File: config.mk
export PLATFORM = sky130hd
export DESIGN_NAME = ov7670_config_seq_flat
export DESIGN_NICKNAME = d
export VERILOG_FILES = /design/src/rtl/ov7670_config_seq_pkg.sv /design/src/rtl/ov7670_config_seq_if.sv /design/src/rtl/ov7670_config_seq_delay_timer.sv /design/src/rtl/ov7670_config_seq.sv /design/src/flat_wrapper.sv
export SDC_FILE = /design/constraint.sdc
export NUM_CORES = 1
export LEC_CHECK = 0
export BUFFER_PORTS_ARGS = -buffer_cell sky130_fd_sc_hd__buf_2
export CAP_MARGIN = 20
export CELL_PAD_IN_SITES_DETAIL_PLACEMENT = 1
export CELL_PAD_IN_SITES_GLOBAL_PLACEMENT = 2
export CORE_MARGIN = 8
export CORE_UTILIZATION = 35
export CTS_BUF_LIST = sky130_fd_sc_hd__clkbuf_16
export CTS_CLUSTER_SIZE = 12
export DETAILED_ROUTE_END_ITERATION = 6
export MAX_ROUTING_LAYER = met4
export PLACE_DENSITY_LB_ADDON = 0.05
export SYNTH_ARGS = -nofsm -noshare
export SYNTH_HDL_FRONTEND = slang
export SYNTH_HIERARCHICAL = 1
export SYNTH_SLANG_ARGS = --single-unit
File: constraint.sdc
create_clock -name clk -period 3.1 [get_ports clk]
set_input_delay 0.62 -clock clk [delete_from_list [all_inputs] [get_ports clk]]
set_output_delay 0.62 -clock clk [all_outputs]
set_load 0.02 [all_outputs]
File: src/rtl/ov7670_config_seq_pkg.sv
// Shared constants and state encoding for the OV7670 register-init sequencer.
// The SCCB write id is consumed by the SCCB master, not by the sequencer itself.
package ov7670_config_seq_pkg;

  localparam logic [15:0] SENTINEL_END   = 16'hFFFF;
  localparam logic [15:0] SENTINEL_DELAY = 16'hFFF0;
  localparam logic [7:0]  SCCB_WRITE_ID  = 8'h42;

  typedef enum logic [3:0] {
    ST_IDLE,
    ST_FETCH,
    ST_DECODE,
    ST_SEND,
    ST_WAIT,
    ST_DELAY,
    ST_NEXT,
    ST_FINISH,
    ST_FAIL
  } cfg_state_t;

  // Cycles spent in one delay entry for a given clock rate and delay length.
  function automatic int delay_cycles(input int clk_hz, input int delay_ms);
    return clk_hz / 1000 * delay_ms;
  endfunction

endpackage

File: src/rtl/ov7670_config_seq_if.sv
// SCCB write-command channel between the config sequencer (master) and the SCCB master (slave).
interface ov7670_config_seq_if;

  logic       cmd_valid;
  logic       cmd_ready;
  logic [7:0] cmd_reg;
  logic [7:0] cmd_data;
  logic       cmd_done;
  logic       cmd_nack;

  modport master (
    output cmd_valid,
    output cmd_reg,
    output cmd_data,
    input  cmd_ready,
    input  cmd_done,
    input  cmd_nack
  );

  modport slave (
    input  cmd_valid,
    input  cmd_reg,
    input  cmd_data,
    output cmd_ready,
    output cmd_done,
    output cmd_nack
  );

endinterface

File: src/rtl/ov7670_config_seq_delay_timer.sv
// Loadable down-counter with a zero flag; used for timed delay entries and post-reset waits.
module cfg_delay_timer #(
  parameter int W = 8
) (
  input  logic         clk,
  input  logic         rst_n,
  input  logic         load,
  input  logic [W-1:0] load_val,
  input  logic         en,
  output logic         zero
);

  logic [W-1:0] cnt;

  always_ff @(posedge clk or negedge rst_n) begin
    if (!rst_n) begin
      cnt <= '0;
    end else if (load) begin
      cnt <= load_val;
    end else if (en && (cnt != '0)) begin
      cnt <= cnt - 1'b1;
    end
  end

  assign zero = (cnt == '0);

endmodule

File: src/rtl/ov7670_config_seq.sv
// Walks the OV7670 init ROM from address 0, issuing each {reg,value} entry as an SCCB write
// and honouring the delay (FFF0) and end-of-table (FFFF) sentinels.
module ov7670_config_seq
  import ov7670_config_seq_pkg::*;
#(
  parameter int CLK_HZ      = 25_000_000,
  parameter int DELAY_MS    = 10,
  parameter int MAX_RETRY   = 3,
  parameter int MAX_ENTRIES = 256
) (
  input  logic                        clk,
  input  logic                        rst_n,
  input  logic                        start,
  output logic [7:0]                  rom_addr,
  input  logic [15:0]                 rom_dout,
  ov7670_config_seq_if.master         cmd,
  output logic                        busy,
  output logic                        done,
  output logic                        error
);

  localparam int DLY_CYC = delay_cycles(CLK_HZ, DELAY_MS);
  localparam int DLY_W   = $clog2(DLY_CYC) + 1;
  localparam int RTRY_W  = (MAX_RETRY > 0) ? $clog2(MAX_RETRY + 1) : 1;

  localparam logic [DLY_W-1:0]  DLY_LOAD  = DLY_W'(DLY_CYC - 1);
  localparam logic [RTRY_W-1:0] RTRY_MAX  = RTRY_W'(MAX_RETRY);
  localparam logic [7:0]        LAST_ADDR = 8'(MAX_ENTRIES - 1);

  cfg_state_t        state;
  logic [RTRY_W-1:0] retry;
  logic              dly_load;
  logic              dly_en;
  logic              dly_zero;

  // The timer is loaded while the delay sentinel sits on the ROM output, so the first
  // DELAY cycle already sees DLY_CYC-1 and the state lasts exactly DLY_CYC cycles.
  assign dly_load = (state == ST_DECODE) && (rom_dout == SENTINEL_DELAY);
  assign dly_en   = (state == ST_DELAY);

  cfg_delay_timer #(
    .W (DLY_W)
  ) u_delay (
    .clk      (clk),
    .rst_n    (rst_n),
    .load     (dly_load),
    .load_val (DLY_LOAD),
    .en       (dly_en),
    .zero     (dly_zero)
  );

  always_ff @(posedge clk or negedge rst_n) begin
    if (!rst_n) begin
      state         <= ST_IDLE;
      rom_addr      <= '0;
      cmd.cmd_valid <= 1'b0;
      cmd.cmd_reg   <= '0;
      cmd.cmd_data  <= '0;
      busy          <= 1'b0;
      done          <= 1'b0;
      error         <= 1'b0;
      retry         <= '0;
    end else begin
      unique case (state)
        ST_IDLE: begin
          if (start) begin
            rom_addr <= '0;
            done     <= 1'b0;
            error    <= 1'b0;
            busy     <= 1'b1;
            state    <= ST_FETCH;
          end
        end

        ST_FETCH: state <= ST_DECODE;

        ST_DECODE: begin
          if (rom_dout == SENTINEL_END) begin
            state <= ST_FINISH;
          end else if (rom_dout == SENTINEL_DELAY) begin
            state <= ST_DELAY;
          end else begin
            cmd.cmd_reg   <= rom_dout[15:8];
            cmd.cmd_data  <= rom_dout[7:0];
            cmd.cmd_valid <= 1'b1;
            retry         <= '0;
            state         <= ST_SEND;
          end
        end

        ST_SEND: begin
          if (cmd.cmd_valid && cmd.cmd_ready) begin
            cmd.cmd_valid <= 1'b0;
            state         <= ST_WAIT;
          end
        end

        // A NACKed transfer is re-issued with the same reg/data until retries run out.
        ST_WAIT: begin
          if (cmd.cmd_done) begin
            if (!cmd.cmd_nack) begin
              state <= ST_NEXT;
            end else if (retry < RTRY_MAX) begin
              retry         <= retry + 1'b1;
              cmd.cmd_valid <= 1'b1;
              state         <= ST_SEND;
            end else begin
              state <= ST_FAIL;
            end
          end
        end

        ST_DELAY: begin
          if (dly_zero) state <= ST_NEXT;
        end

        // The address never wraps: running off the end without a terminator is an error.
        ST_NEXT: begin
          if (rom_addr == LAST_ADDR) begin
            state <= ST_FAIL;
          end else begin
            rom_addr <= rom_addr + 8'd1;
            state    <= ST_FETCH;
          end
        end

        ST_FINISH: begin
          done  <= 1'b1;
          busy  <= 1'b0;
          state <= ST_IDLE;
        end

        ST_FAIL: begin
          error <= 1'b1;
          busy  <= 1'b0;
          state <= ST_IDLE;
        end

        default: state <= ST_IDLE;
      endcase
    end
  end

endmodule

File: src/flat_wrapper.sv
// flat-port wrapper written by rule: the top's interface ports become plain ports
module ov7670_config_seq_flat import ov7670_config_seq_pkg::*;
#(
  parameter int CLK_HZ      = 25_000_000,
  parameter int DELAY_MS    = 10,
  parameter int MAX_RETRY   = 3,
  parameter int MAX_ENTRIES = 256
)
  (clk, rst_n, start, rom_addr, rom_dout, busy, done, error, cmd_cmd_valid, cmd_cmd_reg, cmd_cmd_data, cmd_cmd_ready, cmd_cmd_done, cmd_cmd_nack);
  ov7670_config_seq_if cmd_i ();
  input  logic clk;
  input  logic rst_n;
  input  logic start;
  output logic [7:0] rom_addr;
  input  logic [15:0] rom_dout;
  output logic busy;
  output logic done;
  output logic error;
  output wire logic [$bits(cmd_i.cmd_valid)-1:0] cmd_cmd_valid;
  output wire logic [$bits(cmd_i.cmd_reg)-1:0] cmd_cmd_reg;
  output wire logic [$bits(cmd_i.cmd_data)-1:0] cmd_cmd_data;
  input wire logic [$bits(cmd_i.cmd_ready)-1:0] cmd_cmd_ready;
  input wire logic [$bits(cmd_i.cmd_done)-1:0] cmd_cmd_done;
  input wire logic [$bits(cmd_i.cmd_nack)-1:0] cmd_cmd_nack;
  assign cmd_cmd_valid = cmd_i.cmd_valid;
  assign cmd_cmd_reg = cmd_i.cmd_reg;
  assign cmd_cmd_data = cmd_i.cmd_data;
  assign cmd_i.cmd_ready = cmd_cmd_ready;
  assign cmd_i.cmd_done = cmd_cmd_done;
  assign cmd_i.cmd_nack = cmd_cmd_nack;
  ov7670_config_seq #(.CLK_HZ(CLK_HZ), .DELAY_MS(DELAY_MS), .MAX_RETRY(MAX_RETRY), .MAX_ENTRIES(MAX_ENTRIES)) u_core (.clk(clk), .rst_n(rst_n), .start(start), .rom_addr(rom_addr), .rom_dout(rom_dout), .cmd(cmd_i), .busy(busy), .done(done), .error(error));
endmodule
Word-level counts from Yosys, hierarchy flattened
Index checks and enable logic that the tools add are counted.

Flip-flop bits (word level): 53. Word-level logic and storage cells: 91.

$add $sub $neg: 3. $lt $le $gt $ge: 1. Equal/unequal tests: 20. Muxes and demuxes: 33. Bitwise operators: 2. Reductions and logical operators: 22.

Operators by type and width (count): 2-to-1 mux 19 bit (2); equality test 16 bit, second input constant (2); 2-to-1 mux 4 bit (8); one-hot mux 4 bit (7 select lines) (1); logical NOT 19 bit (1); nonzero test 19 bit (1); subtractor 19 x 1 -> 19 bit, second input constant (1); equality test 4 x 3 -> 1 bit, second input constant (4); 2-to-1 mux 8 bit (2); one-hot mux 8 bit (2 select lines) (1); inequality test 2 bit, second input constant (6); nonzero test 2 bit (6); 2-to-1 mux 2 bit (5); adder 8 x 1 -> 8 bit, second input constant (1); equality test 4 x 2 -> 1 bit, second input constant (2); equality test 8 bit, second input constant (1); 2-to-1 mux 1 bit (8); AND reduction 7 bit (1); inequality test 2 x 1 -> 1 bit, second input constant (3); one-hot mux 1 bit (2 select lines) (3); AND reduction 2 bit (3); AND reduction 3 bit (2); AND reduction 6 bit (1); equality test 4 x 1 -> 1 bit, second input constant (1); 12 further kinds (15).

Longest topological paths before layout
Gate-level depths: netlist of the first run.

Depth in word-level cells: 5. Depth in mapped cells: 10. Gate-level depth less buffers: 10.

Hierarchy
The synthesis of the first run kept the hierarchy.

By module, submodules not included: ov7670_config_seq (instances 1, cells an instance 173, area each 1795.5 µm², sequential area each 850.8 µm²); cfg_delay_timer (instances 1, cells an instance 146, area each 1238.7 µm², sequential area each 475.5 µm²).

Worst setup path before layout of the first run
Ideal clock, no wire load.

Kind: register -> register. Start: register u_core.state[2]. End: register u_core.u_delay.cnt[9]. Arrival: 2.428 ns. Required time: 3.018 ns. Path slack: 0.590 ns. Cell stages (with the launch flop): 9. Buffers on the path: 2. Path through: dfrtp_1 -> buf_2 -> nor3b_1 -> and2_1 -> buf_2 -> nor4b_2 -> nand3_1 -> or4_2 -> a31oi_1.

Word-level cells in the longest chain between the ends: 3.

RTL lines: start: declaration (RTL line ov7670_config_seq.sv:30) `cfg_state_t state;`; start signal: assignment (RTL line ov7670_config_seq.sv:54) `state <= ST_IDLE;`; start signal: assignment (RTL line ov7670_config_seq.sv:71) `state <= ST_FETCH;`; start signal: assignment (RTL line ov7670_config_seq.sv:75) `ST_FETCH: state <= ST_DECODE;`; equality test 4 x 3 -> 1 bit (RTL line ov7670_config_seq.sv:39) `assign dly_en = (state == ST_DELAY);`; net u_core.dly_en (RTL line ov7670_config_seq.sv:33) `logic dly_en;`; logical AND 1 bit (RTL line ov7670_config_seq_delay_timer.sv:20) `end else if (en && (cnt != '0)) begin`; nonzero test 2 bit (no source line); end signal: assignment (RTL line ov7670_config_seq_delay_timer.sv:19) `cnt <= load_val;`; end signal: assignment (RTL line ov7670_config_seq_delay_timer.sv:21) `cnt <= cnt - 1'b1;`; end: declaration (RTL line ov7670_config_seq_delay_timer.sv:13) `logic [W-1:0] cnt;`.

The timed path passes the listed nets, and every way through them passes these cells. A chain may end at the register's enable or synchronous reset.

Worst setup path in the final report of the first run
Start: register u_core.state[3]. End: register u_core.u_delay.cnt[9].

The elaborated chain is that of the path after synthesis.

==> flow_summary.ini, run 1 <==
[yosys]
yosysWarnings = 6
syn-instance-count = 319
synth_top_area_share_pct = 43.7
synthTopCellsByArea = dfrtp_1, mux2_2, nor2_1, o21ai_0, a31oi_1
synth.avg_cell_area_um2 = 9.51
yosysSeqAreaShare_pct = 43.7
async_flop_share_pct = 100
ys.flop_type = dfrtp_1
syn_area_um2 = 3030
synth_edf_count = 0
yosys.area.top_type = dfrtp_1
synth-seq-cells = 53
ys_types = 65

[grt]
grt_antenna_before_repair = 0
grt_pass1_wl_mm = 13.8
grt_max_degree = 54
grt_overflow = 0
track_usage_pct = 14.9
grt_pass1_vias = 2736

[worst_setup_path]
cp_max_fo = 8
r2r-end = u_core/u_delay/cnt[9]$_DFFE_PN0P_
crit_chain = nor3b_1 -> and2_1 -> nor4b_2 -> nand3_1 -> or4_2 -> a31oi_1
cp_data_arrival_time_ps = 2630
critPathLaunchType = flop
reg2reg_setup_slack_ps = 680
crit_slowest_cell = or4_2
endpoint_kind = flop
worstSetupPathType = reg2reg
required_ps = 3310
worstReg2RegStart = u_core/state[3]$_DFFE_PN0P_
cp_slowest_stage_delay_ps = 680
rr_worst_depth = 6

[layout]
area_growth_pct = 22.9
nets = 420
fillerInstances = 1007
diodes = 0
final_cell_area_um2 = 3730
top_register = u_core/u_delay/cnt
drive_gt1_share_pct = 26.5
largest_reg_flops = 19
final_cell_mix = dfrtp_1, buf_2, nor2_1
final_common_cell = dfrtp_1

[power_and_ir_drop]
p_leak_nw = 1.59
power_frac_seq_pct = 35.8
p_per_area_nw_per_um2 = 787
p_int_mw = 1.84
comb_power_share_pct = 39.3
peakVddDrop_mv = 0.428
sw_frac_of_total_pct = 37.2
clock_power_share_pct = 24.9
p_switching_mw = 1.09

[cts]
cts_setup_buffers = 0
clk_latency_ps = 290
cts_resized = 0
cts-root-buf = clkbuf_16
clock_sinks = 53
htree_levels = 2
hold_buffers = 0
path_clk_slew_ps = 70
cts_max_path_buffers = 2
cts_buffers = 5
cts_tree = done

[floorplan]
die_h_um = 109
die_area_um2 = 11900
die_w_um = 109
core_area_um2 = 8550
ios = 50
num_rows = 34
start_util_pct = 35.5

[drt]
vias = 2721
wl_per_cell_um = 16.3
totalWireLength_mm = 8.20
ant_nets = 0
drt_iter0_drc = 54
viasPerCell = 5.40
drt_first_pass_iters = 4
drc = 0

[timing]
tightest_slew_ps = 694
period_share_pct = 78.2
hold_viol = 0
finalWorstSetupSlack_ps = 675
fin_skew_ps = 8.29
max-slew-margin-rel_pct = 53.7
setup_viol = 0
setup_tns_ps = 0
max_freq_ghz = 0.412
period_needed_ps = 2420
maxSlewViolCount = 0
rsz0062_at_grt = false

[place]
dp_hpwl_mm = 6.08
detailedPlace.worstSlack_ps = 484
gp_congestion = 0.741
io_buffers = 49
dpl_cell_area_um2 = 3530

[job]
cap_violations = 0

[min_path]
worstHoldPathType = in2async

[run_status]
status = completed
==> layout make-up <==
type / count / area (um2) / area share, %
sequential: 53 / 1330 / 35.6
multi-input combinational: 262 / 1680 / 45.0
tap: 108 / 135 / 3.62
clock inverter: 3 / 68.8 / 1.85
clock buffer: 5 / 125 / 3.36
inverter: 8 / 30.0 / 0.805
timing repair buffer: 65 / 365 / 9.80
==> layer usage <==
layer | vias up | GRT usage (%) | wire [um]
met5 | - | - | 0
met4 | 0 | 4.11 | 70
met3 | 5 | 2.30 | 231
met2 | 39 | 24.0 | 3970
met1 | 1341 | 19.1 | 3930
li1 | 1336 | - | -
==> cells by family (layout without fill, tap and decap cells) <==
logic type | Yosys count | count (layout) | synth area share, %
AO/OA/AOI/OAI | 78 | 78 | 17.0
XOR/XNOR | 2 | 2 | 0.577
AND/OR/NAND/NOR | 142 | 142 | 27.2
flip-flops | 53 | 53 | 43.7
buffers and inverters | 21 | 81 | 3.30
multiplexers | 18 | 18 | 6.76
other | 2 | 19 | 0.248
adder cells (fa/ha/maj) | 3 | 3 | 1.24
==> power by group through the flow <==
stage | Combinational (mW) | Sequential [mW] | Clock [mW]
4_1_cts | 1.18 | 1.05 | 0.757
3_3_place_gp | 1.16 | 1.05 | 0
5_1_grt | 1.28 | 1.09 | 0.777
2_1_floorplan | 0.631 | 1.24 | 0
6_report | 1.15 | 1.05 | 0.730
3_5_place_dp | 1.18 | 1.06 | 0
==> through the flow <==
step	instances	utilization [%]	hold slack [ps]	total power, mW
after floorplan	336	-	324	1.87
after global placement	496	41.3	481	2.21
after detailed placement	496	41.3	491	2.24
after CTS	504	43.6	498	2.99
after global routing	504	43.6	516	3.14
final	504	43.6	452	2.94
==> worst max-delay path: cells and delay by family, from the launching register on <==
kind            cells  cell delay [ps]
compound gates      1              180
simple gates        5             1780
flops               1              380
==> worst max-delay path by stage <==
stage,slack [ps],cells past startpoint,end,from
after floorplan,590,8,u_core/u_delay/cnt[9]$_DFFE_PN0P_,u_core/state[2]$_DFFE_PN0P_
after global placement,550,8,u_core/u_delay/cnt[9]$_DFFE_PN0P_,rom_dout[1]
after detailed placement,480,8,u_core/u_delay/cnt[4]$_DFFE_PN0P_,rom_dout[1]
after CTS,660,6,u_core/u_delay/cnt[9]$_DFFE_PN0P_,u_core/state[1]$_DFFE_PN0P_
after global routing,380,10,u_core/state[1]$_DFFE_PN0P_,u_core/u_delay/cnt[1]$_DFFE_PN0P_
final,680,6,u_core/u_delay/cnt[9]$_DFFE_PN0P_,u_core/state[3]$_DFFE_PN0P_
==> Yosys cell counts, drive strengths merged, types with 6 or more instances <==
master,number
dfrtp,53
nor2,36
o21ai,22
nand2,21
mux2,17
a31oi,15
nand3,13
a21oi,9
nor3b,8
o31ai,8
buf,7
inv,7
nand4,7
nor4,7
or3,7
or4,7
and2,6
clkbuf,6
nand2b,6
nor3,6
Power figures use the tool's default switching activity.
==> run 2, diff against run 1 <==
Clock period 3.1 ns to 2.3 ns, I/O delays scaled along.
==> flow_summary.ini, run 2 (same netlist as run 1, synthesis figures left out) <==
[run_status]
status = completed

[floorplan]
die_h_um = 109
die_w_um = 109
num_rows = 34
start_util_pct = 35.5
die_area_um2 = 11900
ios = 50
core_area_um2 = 8550

[power_and_ir_drop]
p_leak_nw = 1.64
power_mw = 3.80
peakVddDrop_mv = 0.532
p_per_area_nw_per_um2 = 992

[layout]
area_growth_pct = 26.4
nets = 433
final_cell_mix = dfrtp_1, buf_2, nor2_1
post-route-util_pct = 44.8
diodes = 0
top_register = u_core/u_delay/cnt
largest_reg_flops = 19
drive_gt1_share_pct = 30.8
final_common_cell = dfrtp_1

[grt]
grt_pass1_vias = 2836
grt_antenna_before_repair = 0
track_usage_pct = 14.8
grt_max_degree = 31
grt_overflow = 0
grt_pass1_wl_mm = 14.0

[drt]
vias = 2773
totalWireLength_mm = 8.14
drt_first_pass_iters = 4
wl_per_cell_um = 15.7
viasPerCell = 5.36
drt_iter0_drc = 86
drc = 0
ant_nets = 0

[place]
io_buffers = 49
dp_hpwl_mm = 6.22
gp_congestion = 0.783

[timing]
hold_slack_ps = 161
max_freq_ghz = 0.459
period_needed_ps = 2180
tightest_slew_ps = 892
fin_skew_ps = 6.70
period_share_pct = 94.6
rsz0062_at_grt = false
hold_viol = 0
max-slew-margin-rel_pct = 40.5
setup_viol = 0
maxSlewViolCount = 0

[cts]
cts_buffers = 5
cts-root-buf = clkbuf_16
cts_setup_buffers = 0
path_clk_slew_ps = 80
clock_sinks = 53
cts_max_path_buffers = 2
clk_latency_ps = 290
cts_tree = done
htree_levels = 2

[worst_setup_path]
reg2reg_setup_slack_ps = 120
cp_max_fo = 6
required_ps = 2510
critPathLaunchType = flop
cp_data_arrival_time_ps = 2390
crit_chain = inv_1 -> ha_1 -> or4b_2 -> nor4_1 -> buf_4 -> o31ai_1 -> a31oi_1
endpoint_kind = flop
worstSetupPathType = reg2reg
crit_slowest_cell = or4b_2
cp_slowest_stage_delay_ps = 600

[job]
cap_violations = 0

[min_path]
worstHoldPathType = in2async
## run 2: cell types whose count changed in the layout (fill, tap and decap cells not counted), moves of 2 or more
cell        delta
nor4b_4        +2
buf_4         +13
nand2_1        -2
nand3_1        -2
nand2_2        +2
bufinv_16      -2
clkinvlp_4     +2
nand3_2        +2
## run 2: where the power goes
| part | internal, mW | leakage [nW] | switching (mW) |
|---|---|---|---|
| Sequential | 1.21 | 0.615 | 0.234 |
| Clock | 0.412 | 0.0680 | 0.370 |
| Combinational | 0.675 | 0.961 | 0.904 |
## run 2: cell type report
class / count / area, um2
flip-flops and latches: 53 / 1330
inverters: 8 / 30.0
well taps: 108 / 135
clock buffers: 5 / 125
clock inverters: 3 / 26.3
fillers: 1041 / 4720
repair buffers: 78 / 463
multi-input cells: 262 / 1730
## run 2: repair_timing
action / 4_1_cts / 5_1_grt
hold buffers: 0 / 0
setup endpoints to repair: 3 / 7
resized for setup: 2 / 6
## run 2: worst max-delay path, delay by kind of cell (launching register included)
kind,cells,cell delay [ps]
flops,1,420
simple gates,2,910
fa+ha+maj,1,200
buf+inv,2,330
compound gates,2,240
## run 2: through the flow
stage / setup WS [ps] / cells / area (um2) / TNS [ps]
floorplan: 17.7 / 336 / 3130 / 0
global placement: -50.4 / 509 / 3650 / -50.4
detailed placement: -46.7 / 509 / 3650 / -46.7
CTS: 38.7 / 517 / 3800 / 0
global route: 4.74 / 517 / 3830 / 0
finish: 123 / 517 / 3830 / 0
## run 2: final timing paths
path,start,to,cells after the start
max in group asynchronous,rst_n,u_core/u_delay/cnt[15]$_DFFE_PN0P_,2
setup / recovery,u_core/u_delay/cnt[0]$_DFFE_PN0P_,u_core/u_delay/cnt[11]$_DFFE_PN0P_,7
hold reg to reg,u_core/error$_DFFE_PN0P_,u_core/error$_DFFE_PN0P_,1
hold / removal,rst_n,u_core/done$_DFFE_PN0P_,2
min in group clk,rom_dout[10],u_core/cmd.cmd_reg[2]$_DFFE_PN0P_,2
setup reg to reg,u_core/u_delay/cnt[0]$_DFFE_PN0P_,u_core/u_delay/cnt[11]$_DFFE_PN0P_,7
## run 2: metal layers
metal	wire length, um	share of wire [%]	global-route usage (%)
met1	3890	48	19.1
met4	56	0.69	2.54
met3	195	2.4	2.66
met5	0	0	-
met2	4000	49	23.8
==> run 3, diff against run 2 <==
Settings changed: ABC_AREA set to 1, CORE_UTILIZATION 35 to 32, GPL_ROUTABILITY_DRIVEN set to 0.
==> flow_summary.ini, run 3 <==
[run_status]
status = completed

[layout]
multi_input_area_um2 = 1810
largest_reg_flops = 19
top_register = u_core/u_delay/cnt
area_growth_pct = 19.2
fillerInstances = 1328
final_common_cell = nand2_1
nets = 561
final_cell_mix = nand2_1, dfrtp_1, buf_2
drive_gt1_share_pct = 21.8
ff_latch_area_um2 = 1330
final_cell_count_no_fill = 673
diodes = 0

[place]
io_buffers = 49
dp_hpwl_mm = 7.18
post-place-cells = 665
detailedPlace.worstSlack_ps = 202

[timing]
setup_viol = 0
setup_tns_ps = 0
rsz0062_at_grt = false
max_freq_ghz = 0.480
finalWorstSetupSlack_ps = 218
period_share_pct = 90.5
period_needed_ps = 2080
maxSlewViolCount = 0
hold_slack_ps = 104
fin_skew_ps = 7.79
hold_viol = 0

[grt]
grt_pass1_vias = 3373
grt_pass1_wl_mm = 16.3
track_usage_pct = 14.4
grt_overflow = 0
grt_antenna_before_repair = 0
grt_max_degree = 22

[floorplan]
core_area_um2 = 10200
die_h_um = 118
die_w_um = 118
ios = 50
start_util_pct = 32.6
num_rows = 37
die_area_um2 = 13900

[worst_setup_path]
worstReg2RegStart = u_core/u_delay/cnt[0]$_DFFE_PN0P_
rr_worst_depth = 14
crit_end = u_core/state[1]$_DFFE_PN0P_
worstSetupPathType = reg2reg
crit_start = u_core/u_delay/cnt[0]$_DFFE_PN0P_
required_ps = 2530
reg2reg_setup_slack_ps = 220
r2r-end = u_core/state[1]$_DFFE_PN0P_
cp_max_fo = 7
critPathLaunchType = flop
endpoint_kind = flop
cp_data_arrival_time_ps = 2310

[yosys]
ys.flop_type = dfrtp_1
yosys.area.top_type = dfrtp_1
ys_types = 29
synth.most_common_cell = nand2_1
async_flop_share_pct = 100
synth-seq-cells = 53
synth_edf_count = 0
synthTopCellsByArea = dfrtp_1, nand2_1, nand3_1, inv_1, nor2_1
synth_top_area_share_pct = 39.8
syn_area_um2 = 3330
syn-instance-count = 463
synth.top_cells.by_count = nand2_1, dfrtp_1, inv_1, nor2_1, nand3_1
synth.avg_cell_area_um2 = 7.20
yosysWarnings = 6
yosysSeqAreaShare_pct = 39.8

[drt]
drc = 0
drt_iter0_drc = 123
vias = 3105
ant_nets = 0
drt_first_pass_iters = 4
totalWireLength_mm = 9.16
wl_per_cell_um = 13.6
viasPerCell = 4.61

[cts]
htree_levels = 2
clk_latency_ps = 300
cts_max_path_buffers = 2
cts_buffers = 5
cts-root-buf = clkbuf_16
cts_tree = done
cts_resized = 0
clock_sinks = 53
cts_setup_buffers = 0
path_clk_slew_ps = 70
hold_buffers = 0

[job]
cap_violations = 0

[power_and_ir_drop]
p_leak_nw = 2.13
power_mw = 4.68
p_per_area_nw_per_um2 = 1180
peakVddDrop_mv = 0.432

[min_path]
worstHoldPathType = in2async
[run 3: cell count changes in the layout (fill, tap and decap cells not counted), moves of 11 or more]
cell | before | now
a31oi_1 | 15 | 0
buf_4 | 29 | 9
inv_1 | 7 | 46
mux2_2 | 16 | 0
nand2_1 | 19 | 150
nand2_2 | 2 | 18
nand3_1 | 10 | 41
o21ai_0 | 19 | 32
xor2_1 | 2 | 13
[run 3: layout make-up]
cell class                 count  area share (%)
multi-input combinational    366            45.6
sequential                    53            33.4
timing repair buffer          59            8.38
inverter                      51            4.82
tap                          136            4.29
clock buffer                   5            3.15
clock inverter                 3           0.378
[run 3: how the worst min path moves through the flow]
stage,from,to,slack [ps],cells after the start
after global routing,rst_n,u_core/rom_addr[3]$_DFFE_PN0P_,130,1
after detailed placement,rst_n,u_core/rom_addr[3]$_DFFE_PN0P_,440,1
after CTS,rst_n,u_core/rom_addr[3]$_DFFE_PN0P_,120,1
after global placement,rst_n,u_core/rom_addr[3]$_DFFE_PN0P_,440,1
final,rst_n,u_core/rom_addr[3]$_DFFE_PN0P_,100,1
after floorplan,rst_n,u_core/busy$_DFFE_PN0P_,160,0
[run 3: through the flow]
stage               cell area [um2]  util [%]
detailed placement             3830      37.4
floorplan                      3400         -
global placement               3830      37.4
global route                   3970      38.8
finish                         3970      38.8
CTS                            3970      38.8
[run 3: power breakdown]
part	switching (mW)	internal [mW]
clock	0.354	0.397
combinational	1.56	0.810
sequential	0.296	1.27
[run 3: kinds of logic (layout without fill, tap and decap cells)]
logic type      after synthesis  after routing  share of synthesized area (%)
simple gates                287            287                           40.6
buf+inv                      61            118                           7.81
flops                        53             53                           39.8
compound gates               42             42                           6.50
xor+xnor                     15             15                           3.94
fa+ha+maj                     3              3                           1.13
other cells                   2             19                          0.225
[run 3: critical path: stages (launching register included)]
cell and delay [ps]:
dfrtp_1 410, inv_2 140, ha_1 210, nand2_2 100, nor2_4 180, nand2_1 110, nor3b_1 200, inv_1 60
nand2_1 100, nand2_2 80, nor2_4 150, inv_2 50, nor2_1 100, nand2_1 60, nand2_1 50
[run 3: metal layers]
metal  up-vias  track usage (%)  routed length [um]
met5         -                -                   0
met4         0             3.60                 102
met3         8             2.25                 180
met2        44             23.4                4290
met1      1474             18.2                4580
li1       1579                -                   -
